==> config.mk <==
export PLATFORM = sky130hd
export DESIGN_NAME = pwm_multi
export DESIGN_NICKNAME = d
export VERILOG_FILES = /design/src/rtl/pwm_multi.sv
export SDC_FILE = /design/constraint.sdc
export NUM_CORES = 1
export LEC_CHECK = 0
export BUFFER_PORTS_ARGS = -buffer_cell sky130_fd_sc_hd__buf_2
export CORE_UTILIZATION = 59
export CTS_CLUSTER_DIAMETER = 200
export CTS_CLUSTER_SIZE = 14
export DETAILED_ROUTE_END_ITERATION = 12
export PLACE_DENSITY = 0.8
export SETUP_SLACK_MARGIN = 0.05
export SLEW_MARGIN = 20
export SYNTH_ARGS = -nofsm -noshare
export SYNTH_HDL_FRONTEND = slang
export SYNTH_SLANG_ARGS = --single-unit
==> constraint.sdc <==
create_clock -name clk -period 2.3 [get_ports clk]
set_clock_uncertainty 0.2 [all_clocks]
set_input_delay 0 -clock clk [delete_from_list [all_inputs] [get_ports clk]]
set_output_delay 0 -clock clk [all_outputs]
set_load 0.02 [all_outputs]
==> src/rtl/pwm_multi.sv <==
// Multi-channel PWM: one shared free-running period counter, NCH double-buffered duty channels.
// Define PWM_DEADTIME_EN to delay every rising edge of PWM_sig/PWM_sig_n by DEAD clocks.
module pwm_multi #(
  parameter int WIDTH = 11,
  parameter int NCH   = 2,
  parameter int DEAD  = 4
) (
  input  logic                 clk,
  input  logic                 rst_n,
  input  logic [NCH*WIDTH-1:0] duty,
  input  logic                 duty_wr,
  output logic                 pend,
  output logic                 cyc_start,
  output logic [NCH-1:0]       PWM_sig,
  output logic [NCH-1:0]       PWM_sig_n
);

  localparam logic [WIDTH-1:0] CNT_MAX = '1;

  if (NCH < 1 || NCH > 8) begin : g_bad_nch
    $error("pwm_multi: NCH must be in 1..8");
  end
  if (DEAD < 0 || DEAD > 255 || DEAD >= (2 ** WIDTH)) begin : g_bad_dead
    $error("pwm_multi: DEAD must be in 0..255 and below 2**WIDTH");
  end

  logic [WIDTH-1:0] cnt;
  logic [WIDTH-1:0] pnd [NCH];
  logic [WIDTH-1:0] act [NCH];
  logic [NCH-1:0]   r;
  logic [NCH-1:0]   r_next;
  logic             at_max;

  assign at_max = (cnt == CNT_MAX);

  // NOTE: sequential state always uses non-blocking assignments so every
  // register samples the pre-edge value of every other register.
  always_ff @(posedge clk or negedge rst_n) begin
    if (!rst_n) cnt <= '0;
    else        cnt <= cnt + 1'b1;
  end

  // Commit happens only on the last count of a period; a write landing on that
  // same cycle bypasses the pending buffer so the newest value always wins.
  // NOTE: the duty arrays are a handful of flops, not a RAM, so they take the
  // asynchronous reset like any other state register.
  always_ff @(posedge clk or negedge rst_n) begin
    if (!rst_n) begin
      pend <= 1'b0;
      for (int k = 0; k < NCH; k++) begin
        pnd[k] <= '0;
        act[k] <= '0;
      end
    end else if (at_max) begin
      pend <= 1'b0;
      for (int k = 0; k < NCH; k++) begin
        if (duty_wr)   act[k] <= duty[k*WIDTH +: WIDTH];
        else if (pend) act[k] <= pnd[k];
      end
    end else if (duty_wr) begin
      pend <= 1'b1;
      for (int k = 0; k < NCH; k++) pnd[k] <= duty[k*WIDTH +: WIDTH];
    end
  end

  // NOTE: every combinational output gets a default before any conditional
  // logic, so no path can leave it unassigned and infer a latch.
  always_comb begin
    r_next = '0;
    for (int k = 0; k < NCH; k++) r_next[k] = (cnt < act[k]);
  end

  // cyc_start is registered alongside r so it marks the cnt==0 compare result.
  always_ff @(posedge clk or negedge rst_n) begin
    if (!rst_n) begin
      r         <= '0;
      cyc_start <= 1'b0;
    end else begin
      r         <= r_next;
      cyc_start <= (cnt == '0);
    end
  end

`ifdef PWM_DEADTIME_EN
  localparam logic [7:0] DEAD_C = 8'(DEAD);

  logic [7:0] dc [NCH];

  // dc counts clocks since the raw compare last changed, saturating at DEAD;
  // an output may only be high once its raw phase has lasted DEAD clocks.
  always_ff @(posedge clk or negedge rst_n) begin
    if (!rst_n) begin
      for (int k = 0; k < NCH; k++) dc[k] <= '0;
    end else begin
      for (int k = 0; k < NCH; k++) begin
        if (r_next[k] != r[k]) dc[k] <= '0;
        else if (dc[k] != DEAD_C) dc[k] <= dc[k] + 8'd1;
      end
    end
  end

  for (genvar k = 0; k < NCH; k++) begin : g_dead
    assign PWM_sig[k]   =  r[k] && (dc[k] == DEAD_C);
    assign PWM_sig_n[k] = !r[k] && (dc[k] == DEAD_C);
  end
`else
  assign PWM_sig   = r;
  assign PWM_sig_n = ~r;
`endif

endmodule
# Yosys cells after proc, flatten, opt, wreduce, memory -nomap -nowiden
# Index checks and enable logic that the tools add are counted.
[classes] n_lt_le_gt_ge=2 add_sub_neg=1 bitwise=2 reduce_logical=5 mux=6 eq_ne=1
[op_table] cell="$mux 11" count=4
[op_table] cell="$lt 11x11->1" count=2
[op_table] cell="$add 11x1->11 const B" count=1
[op_table] cell="$eq 11x11->1 const B" count=1
[op_table] cell="$logic_not 11->1" count=1
[op_table] cell="$reduce_and 2->1" count=2
[op_table] cell="$reduce_bool 2->1" count=2
[op_table] cell="$mux 1" count=2
[op_table] cell="$not 2->2" count=1
[op_table] cell="$not 1->1" count=1
[word_totals] register_bits=59 wordCells=25

# Depth between registers and ports, before layout
[depth] ltp_word=3 depth_mapped=6 ltp_nobuf=6

# Worst setup path before layout
# Ideal clock, no wire load.
[synth_timing] path_type="reg2reg" from="register cnt[1]" to="register pnd[10] in the netlist's numbering" setup_ps=127 arrival_time_ps=1592 stages_incl_launch_ff=7 slack_ps=381 required_time_ps=1973 cell_sequence="dfrtp_1 ha_1 nand4_2 nor3_2 a21bo_2 buf_6 mux2_1"
[synth_between] elab_chain_len=3
[synth_rtl] element="start, declared" line="27" rtl="logic [WIDTH-1:0] cnt;"
[synth_rtl] element="start signal, assigned" line="40" rtl="else cnt <= cnt + 1'b1;"
[synth_rtl] element="$eq 11x11->1" line="34" rtl="assign at_max = (cnt == CNT_MAX);"
[synth_rtl] element="$not 1->1 (no source line)"
[synth_rtl] element="$reduce_and 2->1 (no source line)"
[synth_rtl] element="end signal, assigned by index" line="51" rtl="pnd[k] <= '0;"
[synth_rtl] element="end, declared" line="28" rtl="logic [WIDTH-1:0] pnd [NCH];"
# No other way between the ends.
# A chain may end at the register's enable or synchronous reset.

# Final worst setup path
[layout_timing] from="register cnt[1]" to="register pnd[6] in the netlist's numbering"
# Same word-level chain as after synthesis.

==> impl_metrics.env <==
export IMPL_slew_headroom_pct=49.8
export IMPL_rows=25
export IMPL_post_drt_wl_per_cell_um=14.6
export IMPL_rsz0062_at_grt="no"
export IMPL_crit_required_ps=2300
export IMPL_grt_max_degree=60
export IMPL_drc_errors=0
export IMPL_synth_edf_count=0
export IMPL_antenna_left=0
export IMPL_yosys_warnings=0
export IMPL_cp_num_buf_inv=1
export IMPL_synth_area_um2=3040
export IMPL_start_util_pct=62.7
export IMPL_period_needed_ps=2140
export IMPL_fin_crit_sh_pct=93.0
export IMPL_antenna_found_initial=0
export IMPL_worst_pin_slew_ps=753
export IMPL_port_buffers=30
export IMPL_die_area_um2=5450
export IMPL_clk_latency_ps=330
export IMPL_max_stage_delay_ps=420
export IMPL_synthArstFlopShare_pct=100
export IMPL_p_leak_nw=1.71
export IMPL_gr_total_overflow=0
export IMPL_cts_made_buffers=9
export IMPL_vias=2083
export IMPL_critical_path_top_delay_family="flip-flops"
export IMPL_cap_violations=0
export IMPL_die_y_um=73.8
export IMPL_powerDensity_nw_per_um2=557
export IMPL_crit_path_start_kind="register"
export IMPL_synthDistinctLibCells=33
export IMPL_htreeDepth=3
export IMPL_wl_mm=5.81
export IMPL_max_freq_mhz=468
export IMPL_timing_rr_end="pnd[6]"
export IMPL_cp_cell_sequence="ha_1 -> nand4_2 -> nor3_4 -> a21bo_2 -> buf_12 -> mux2_1"
export IMPL_yosysSeqAreaShare_pct=48.5
export IMPL_cpMaxStageDelayCell="dfrtp_1"
export IMPL_power_w=0.00206
export IMPL_nets=375
export IMPL_die_w_um=73.8
export IMPL_clk_pin_slew_worst_paths_ps=60
export IMPL_vdd_drop_max_mv=0.477
export IMPL_cts_buffer_depth=2
export IMPL_dp_cells=360
export IMPL_drtPass1Iterations=5
export IMPL_root_buffer="clkbuf_8"
export IMPL_final_hold_violation_count=0
export IMPL_rrSetupSlack_ps=160
export IMPL_track_usage_pct=24.4
export IMPL_grt_pass1_vias=2062
export IMPL_io_pins=31
export IMPL_synth_nets=310
export IMPL_diodes=0
export IMPL_netlist_instances=263
export IMPL_whs_ps=161
export IMPL_routed_via_density=5.22
export IMPL_r2r_start="cnt[1]"
export IMPL_cp_max_fo=22
export IMPL_worst_setup_path_type="reg2reg"
export IMPL_fin_util_pct=76.3
export IMPL_dpl_hpwl_mm=3.87
export IMPL_setup_tns_ps=0
export IMPL_gp_congestion=0.832
export IMPL_setup_viol=0
export IMPL_worstPathArrival_ps=2140
export IMPL_r2r_cells=6
export IMPL_grt_first_pass_wirelength_mm=9.50
export IMPL_synthToLayoutAreaGrowth_pct=21.6
export IMPL_cts_setup_buffers=0
export IMPL_drive_above_1_share_pct=23.2
export IMPL_hold_class="in2async"
export IMPL_drtIter0Drc=68
export IMPL_crit_path_end_kind="register"
export IMPL_stdcell_count=399
export IMPL_cts_tree="built"
export IMPL_status="completed"
export IMPL_ys_ff_latch=59
export IMPL_clock_sinks=59
export IMPL_synth_ff_type="dfrtp_1"
export IMPL_slew_viol_final=0
export IMPL_core_area_um2=4850
export IMPL_synth_avg_cell_area_um2=11.6
registers in the layout (all words and copies together), names as in the netlist:
register   count
pnd           22
act           22
PWM_sig        2
cyc_start      1
cnt           11
pend           1
worst register-to-register path, stage by stage, from the launching register on:
cell     delay [ps]
dfrtp_1         420
ha_1            260
nand4_2         180
nor3_4          230
a21bo_2         200
buf_12          180
mux2_1          340
how the worst max path moves through the flow:
stage               startpoint      end  slack (ps)  depth (start not counted)
finish                  cnt[1]   pnd[6]         160                          6
global route            cnt[1]   pnd[6]          60                          6
CTS                     cnt[1]   pnd[6]         130                          6
detailed placement      cnt[1]  pnd[16]         150                          6
global placement        cnt[1]   pnd[0]         290                          6
floorplan               cnt[1]  pnd[10]         380                          6
kinds of logic (layout without fill, tap and decap cells):
family          after synthesis  after routing  share of synthesized area [%]
flops                        59             59                           48.5
simple gates                 55             55                           9.26
mux                          44             44                           15.4
compound gates               41             41                           9.71
buf+inv                      33            102                           5.47
fa+ha+maj                    22             22                           9.05
xor+xnor                      9              9                           2.59
power breakdown:
| group | internal (W) | leakage, nW | switching (W) |
|---|---|---|---|
| Combinational | 0.0000937 | 0.875 | 0.0000802 |
| Sequential | 0.00108 | 0.755 | 0.0000194 |
| Clock | 0.000413 | 0.0795 | 0.000376 |
what timing repair did:
item | 4_1_cts | 5_1_grt
hold endpoints to repair | 104 | 0
endpoints found under the setup margin | 0 | 22
gates resized for setup | 0 | 1
hold buffers | 24 | 0
layout by cell type (no fill, tap or decap), drive strengths merged, types with 5 or more instances in the layout:
| cell | synthesis | final |
|---|---|---|
| nor2 | 29 | 29 |
| inv | 24 | 24 |
| buf | 8 | 39 |
| ha | 22 | 22 |
| mux2i | 22 | 22 |
| clkbuf | 1 | 13 |
| dlygate4sd3 | 0 | 24 |
| mux2 | 22 | 22 |
| xnor2 | 6 | 6 |
| nand2 | 8 | 8 |
| dfrtp | 59 | 59 |
| a21oi | 29 | 29 |
| o21ai | 5 | 5 |
cell usage after synthesis, types with 2 or more instances:
cell type  instances  share of area [%]
nor2_1            29                3.6
nand4_1            3               0.62
dfrtp_1           59                 49
a21oi_1           11                1.8
mux2_1            20                7.4
nand2_1            7               0.86
ha_1              22                9.0
a31oi_1            2               0.41
a21oi_2           18                5.2
a21o_1             2               0.49
mux2i_1           22                7.2
nor4_1             2               0.41
xnor2_1            6                1.7
mux2_2             2               0.74
nand3_1            3               0.49
buf_6              5                1.9
o311a_1            2               0.66
nor2b_1            4               0.82
xor2_1             3               0.86
o21ai_0            5               0.82
inv_1             24                3.0
metal layers:
metal / part of all wire, % / global-route usage, %
met4: 2.0 / 10.0
met1: 45 / 30.6
met5: 0 / 0
met3: 3.2 / 8.64
met2: 50 / 38.3
per-stage QoR:
| stage | setup WS [ps] | instance area, µm² |
|---|---|---|
| after global routing | 56.5 | 3700 |
| after CTS | 134 | 3690 |
| after floorplan | 381 | 3040 |
| after global placement | 288 | 3290 |
| final | 162 | 3700 |
| after detailed placement | 151 | 3290 |
cell type report:
class,instances,area [µm²]
Sequential cell,59,1480
Timing Repair Buffer,63,483
Fill cell,320,1150
Clock buffer,13,149
Inverter,24,90.1
Multi-Input combinational cell,171,1410
Clock inverter,2,12.5
Tap cell,67,83.8
Power figures use the tool's default switching activity.
